## config.mk

```make
export PLATFORM = sky130hd
export DESIGN_NAME = shift_loader
export DESIGN_NICKNAME = d
export VERILOG_FILES = /design/src/rtl/shift_loader.sv
export SDC_FILE = /design/constraint.sdc
export NUM_CORES = 1
export LEC_CHECK = 0
export CORE_UTILIZATION = 59
export CTS_CLUSTER_DIAMETER = 30
export DETAILED_ROUTE_END_ITERATION = 8
export GPL_ROUTABILITY_DRIVEN = 0
export GPL_TIMING_DRIVEN = 0
export PLACE_DENSITY = 0.8
export SLEW_MARGIN = 10
export SYNTH_ARGS = -nofsm -noshare
export SYNTH_HDL_FRONTEND = slang
export SYNTH_SLANG_ARGS = --single-unit
```

## constraint.sdc

```tcl
create_clock -name clk -period 4.8 [get_ports clk]
set_clock_uncertainty 0.05 [all_clocks]
set_input_delay 0.96 -clock clk [delete_from_list [all_inputs] [get_ports clk]]
set_output_delay 0.96 -clock clk [all_outputs]
set_load 0.01 [all_outputs]
```

## src/rtl/shift_loader.sv

```systemverilog
// shift_loader: upstream feeder for a LINE_LEN-stage nibble shift line.
//
// Accepts nibbles over a valid/ready handshake into a small FIFO. Each accepted
// nibble causes exactly one shift of the downstream line. The block tracks how
// many live nibbles the line holds. A flush first drains any buffered nibbles
// into the line, then shifts LINE_LEN zeros so the line ends empty without a
// reset.
//
// Ports:
//   clk        rising-edge clock
//   rst_n      synchronous active-low reset
//   in_valid   upstream nibble present on in_data
//   in_data    nibble to load
//   in_ready   block accepts a nibble this cycle
//   flush      single-cycle request to zero the line
//   hold       downstream freeze; no shift while high
//   shn        shift enable to the line
//   si         serial-in nibble to the line; 0 whenever shn=0
//   fill_cnt   live nibbles in the line, saturating at LINE_LEN
//   line_full  fill_cnt == LINE_LEN
//   busy       FSM not idle
module shift_loader #(
    parameter int unsigned DW       = 4,
    parameter int unsigned DEPTH    = 4,
    parameter int unsigned LINE_LEN = 9
) (
    input  logic          clk,
    input  logic          rst_n,
    input  logic          in_valid,
    input  logic [DW-1:0] in_data,
    output logic          in_ready,
    input  logic          flush,
    input  logic          hold,
    output logic          shn,
    output logic [DW-1:0] si,
    output logic [3:0]    fill_cnt,
    output logic          line_full,
    output logic          busy
);

    localparam int unsigned AW = $clog2(DEPTH);
    localparam int unsigned CW = AW + 1;
    localparam int unsigned ZW = $clog2(LINE_LEN);

    localparam logic [CW-1:0] DepthC  = CW'(DEPTH);
    localparam logic [3:0]    LineLen = 4'(LINE_LEN);
    localparam logic [ZW-1:0] ZLast   = ZW'(LINE_LEN - 1);

    typedef enum logic [1:0] {StIdle, StFeed, StDrain, StZero} state_e;

    state_e          state_q, state_d;
    logic [DW-1:0]   mem_q [DEPTH];
    logic [AW-1:0]   wr_ptr_q, wr_ptr_d;
    logic [AW-1:0]   rd_ptr_q, rd_ptr_d;
    logic [CW-1:0]   count_q, count_d;
    logic [ZW-1:0]   zcnt_q, zcnt_d;
    logic [3:0]      fill_q, fill_d;
    logic            push, pop;

    // Handshake and shift decode use registered state only (plus hold).
    always_comb begin
        in_ready = (count_q < DepthC) && ((state_q == StIdle) || (state_q == StFeed));
        shn      = 1'b0;
        si       = '0;
        unique case (state_q)
            StFeed, StDrain: begin
                shn = !hold && (count_q != '0);
                si  = shn ? mem_q[rd_ptr_q] : '0;
            end
            StZero: begin
                shn = !hold;
            end
            default: ;
        endcase
    end

    assign push = in_valid && in_ready;
    assign pop  = shn && ((state_q == StFeed) || (state_q == StDrain));

    always_comb begin
        count_d  = count_q + CW'(push) - CW'(pop);
        wr_ptr_d = push ? wr_ptr_q + AW'(1) : wr_ptr_q;
        rd_ptr_d = pop ? rd_ptr_q + AW'(1) : rd_ptr_q;
    end

    // Next-state: decisions look at the post-edge FIFO count so a nibble pushed
    // while idle is presented to the line in the very next cycle.
    always_comb begin
        state_d = state_q;
        zcnt_d  = zcnt_q;
        fill_d  = fill_q;
        unique case (state_q)
            StIdle: begin
                if (flush) begin
                    state_d = (count_d != '0) ? StDrain : StZero;
                end else if (count_d != '0) begin
                    state_d = StFeed;
                end
            end
            StFeed: begin
                if (flush) begin
                    state_d = (count_d != '0) ? StDrain : StZero;
                end else if (count_d == '0) begin
                    state_d = StIdle;
                end
            end
            StDrain: begin
                if (count_d == '0) begin
                    state_d = StZero;
                end
            end
            StZero: begin
                if (shn) begin
                    if (zcnt_q == ZLast) begin
                        state_d = StIdle;
                        zcnt_d  = '0;
                        fill_d  = '0;
                    end else begin
                        zcnt_d = zcnt_q + ZW'(1);
                    end
                end
            end
            default: state_d = StIdle;
        endcase
        if (pop && (fill_q != LineLen)) begin
            fill_d = fill_q + 4'd1;
        end
    end

    always_ff @(posedge clk) begin
        if (!rst_n) begin
            state_q  <= StIdle;
            wr_ptr_q <= '0;
            rd_ptr_q <= '0;
            count_q  <= '0;
            zcnt_q   <= '0;
            fill_q   <= '0;
        end else begin
            state_q  <= state_d;
            wr_ptr_q <= wr_ptr_d;
            rd_ptr_q <= rd_ptr_d;
            count_q  <= count_d;
            zcnt_q   <= zcnt_d;
            fill_q   <= fill_d;
        end
    end

    // Storage needs no reset; validity is tracked by count and pointers.
    always_ff @(posedge clk) begin
        if (push) begin
            mem_q[wr_ptr_q] <= in_data;
        end
    end

    assign fill_cnt  = fill_q;
    assign line_full = (fill_q == LineLen);
    assign busy      = (state_q != StIdle);

endmodule

```

==> summary.txt <==
Run status
  – Outcome: finished clean

Yosys
  – Synthesized instance count: 148
  – Yosys cell types: 35
  – Register area share after synthesis: 50.1%
  – Synth Net Count: 173
  – Synth async-reset ratio: 0%
  – Synth Warn #: 0
  – Main synth FF type: dfxtp_1
  – Post-Syn Area: 1720 µm²
  – Post-synth EDFFs: 16
  – Synth Register Bits: 35
  – Avg Cell Area, Syn: 11.6 µm²

Layout
  – Fraction of layout cells with a size suffix above 1: 10.2%
  – Area grow syn2layout: 18.6%
  – Final nets: 200
  – Inserted Diodes: 0

Hold path
  – Min-delay worst type: flop to flop

Setup path
  – Top cell family by delay on the critical path: adder cells
  – CP Buf/Inv Count: 3
  – CP peak stage delay: 430 ps
  – WP data required: 4970 ps
  – CP Capture Type: flop
  – CP cell instances: clkdlybuf4s50_1, nor2_1, o21a_1, and2_1, ha_1, inv_1, ha_1, inv_1, fa_1, xnor3_2, nand3b_4, mux2_4, a21oi_2, o221ai_1
  – Setup CP Type: input port to flop
  – CP Max Fanout: 7
  – Critical Path AT: 4070 ps
  – CP max-delay cell: clkdlybuf4s50_1
  – Worst setup SP type: input port

Floorplan
  – Number of core rows: 19
  – CORE AREA: 2760 µm²
  – Die area: 3130 µm²
  – Io pins: 21
  – Initial Util: 62.3%
  – Die height: 56.0 µm
  – Horiz. Die Dim: 56.0 µm

GRT
  – Initial antenna violation count: 0
  – Largest net degree at the start of global routing: 13
  – GRT Residual Overflow: 0
  – Total Routing Usage GR: 23.1%
  – Number of global-route vias before repair: 1,174
  – First-pass GRT wire length: 5.43 mm

Power
  – Total design power: 0.950 mW
  – Combinational power share: 37.1%
  – Net Switching: 0.304 mW
  – Sw frac: 32.0%
  – VDD IR max: 0.374 mV
  – Sequential power share: 40.8%
  – Lkg Pwr: 0.801 nW
  – Clock power frac: 22.2%
  – Int Pwr: 0.646 mW
  – Pwr Density: 466 nW/µm²

Timing
  – Setup violators final: 0
  – Max-slew headroom: 70.5%
  – RSZ-0062 raised after global routing: no
  – Sum of negative setup slack: 0 ps
  – Hold WS: 462 ps
  – Final Hold Vio Count: 0
  – Setup ws final: 900 ps
  – Worst Max-Slew Pin Slew: 441 ps
  – Pins Over Slew Limit: 0
  – Fin crit period: 3900 ps
  – Tcrit/Tclk final: 81.3%
  – Max Freq: 256 MHz

Clock tree
  – Root cell of the clock tree: clkbuf_4
  – CTS resizes: 0
  – CTS Hold Buffers Added: 0
  – CTS tree: yes
  – CTS buffer count: 5
  – Clock H-tree levels: 2
  – Clock buffer depth: 2
  – # Post-CTS Setup Buffers: 0
  – Worst skew pair latency: 340 ps
  – Sink Count: 35
  – Clock slew at reported path FFs: 110 ps

Detailed routing
  – DR vias/cell: 5.56
  – Vias: 1,151
  – Detail Route Antenna Nets: 0
  – WL per Instance: 15.0 µm
  – DRC: 0
  – Initial DRC Count: 47
  – Detailed Route WL: 3.11 mm
  – DR pass1 iterations: 4

Placed design
  – Placed wire-length estimate: 2.36 mm
  – PortBufs: 20
  – Pre-CTS setup slack: 572 ps

Run
  – Max-cap viol count: 0
[final cells by class]
cell class,instances,area [µm²]
Buffer,1,3.75
Inverter,13,48.8
Fill cell,208,719
Multi-Input combinational cell,99,805
Sequential cell,35,861
Clock buffer,5,37.5
Timing Repair Buffer,20,200
Clock inverter,3,43.8
Tap cell,31,38.8
[cells in the mapped netlist (3+ instances only)]
cell / number / share of area, %
o21ai_0: 3 / 0.87
nand2_1: 6 / 1.3
inv_1: 13 / 2.8
o2bb2ai_1: 3 / 1.5
a21oi_1: 6 / 1.7
and2_1: 4 / 1.5
and3_1: 4 / 1.5
nor2_1: 14 / 3.1
dfxtp_1: 19 / 22
edfxtp_1: 16 / 28
nor2b_1: 6 / 2.2
mux4_2: 4 / 5.2
ha_1: 15 / 11
nand3_1: 9 / 2.6
[through the flow]
| stage | instances | area [µm²] | util [%] |
|---|---|---|---|
| floorplan | 148 | 1720 | - |
| CTS | 207 | 2040 | 73.9 |
| detailed placement | 199 | 1960 | 71.0 |
| global placement | 199 | 1960 | 71.0 |
| finish | 207 | 2040 | 73.9 |
| global route | 207 | 2040 | 73.9 |
[worst paths after layout]
check                                                to                    start  depth (start not counted)  slack [ps]
worst max-delay path            state_q[1]$_SDFFE_PN0P_                     hold                         14         900
worst min-delay path             zcnt_q[3]$_SDFFE_PN0P_   zcnt_q[3]$_SDFFE_PN0P_                          2         460
worst max register to register  state_q[1]$_SDFFE_PN0P_  state_q[1]$_SDFFE_PN0P_                         15        1160
worst min register to register   zcnt_q[3]$_SDFFE_PN0P_   zcnt_q[3]$_SDFFE_PN0P_                          2         460
[sequential cells by signal, indices dropped and copies added (netlist names), named ones only]
register and flops:
mem_q 16, fill_cnt 4, zcnt_q 4, count_q 3, rd_ptr_q 2, state_q 2
wr_ptr_q 2
[worst reg2reg max path, delay by kind of cell (launching register included)]
family | cells | cell delay [ps]
xor+xnor | 1 | 270
flops | 1 | 450
buf+inv | 3 | 240
simple gates | 3 | 660
compound gates | 3 | 600
fa+ha+maj | 4 | 960
mux | 1 | 310
[cells in the final DEF, fill, tap and decap left out, types with 2 or more instances in the layout]
| cell type | Yosys | layout |
|---|---|---|
| inv_1 | 13 | 13 |
| mux4_2 | 4 | 4 |
| clkbuf_4 | 0 | 5 |
| o2bb2ai_1 | 3 | 3 |
| xor2_1 | 2 | 2 |
| nor2_1 | 14 | 14 |
| nand3_1 | 9 | 9 |
| nor2b_1 | 6 | 6 |
| or3_1 | 2 | 2 |
| nand2_1 | 6 | 6 |
| and2_1 | 4 | 4 |
| a21oi_1 | 6 | 6 |
| clkdlybuf4s50_1 | 0 | 20 |
| edfxtp_1 | 16 | 16 |
| o21ai_0 | 3 | 3 |
| and3_1 | 4 | 4 |
| ha_1 | 15 | 15 |
| dfxtp_1 | 19 | 19 |
| xnor2_1 | 2 | 2 |
| mux2i_1 | 2 | 2 |
| o21a_1 | 2 | 2 |
[cell families after synthesis]
group	synth area share, %
AO/OA/AOI/OAI	8.45
adder cells (fa/ha/maj)	12.1
flip-flops	50.1
buffers and inverters	3.06
XOR/XNOR	3.42
multiplexers	7.28
AND/OR/NAND/NOR	15.6
[power by group through the flow]
stage               registers, mW  logic [mW]  clock network [mW]
global placement            0.391       0.335                   0
finish                      0.387       0.352               0.211
floorplan                   0.385       0.258                   0
CTS                         0.388       0.356               0.216
detailed placement          0.395       0.352                   0
global route                0.393       0.391               0.230
[layer usage]
| metal | vias to the layer above | part of all wire (%) | track usage (%) |
|---|---|---|---|
| met4 | 0 | 2.1 | 10.5 |
| li1 | 575 | - | - |
| met1 | 545 | 46 | 29.3 |
| met5 | - | 0 | 0 |
| met2 | 23 | 48 | 37.6 |
| met3 | 8 | 3.2 | 5.35 |
(Power assumes the default switching activity.)
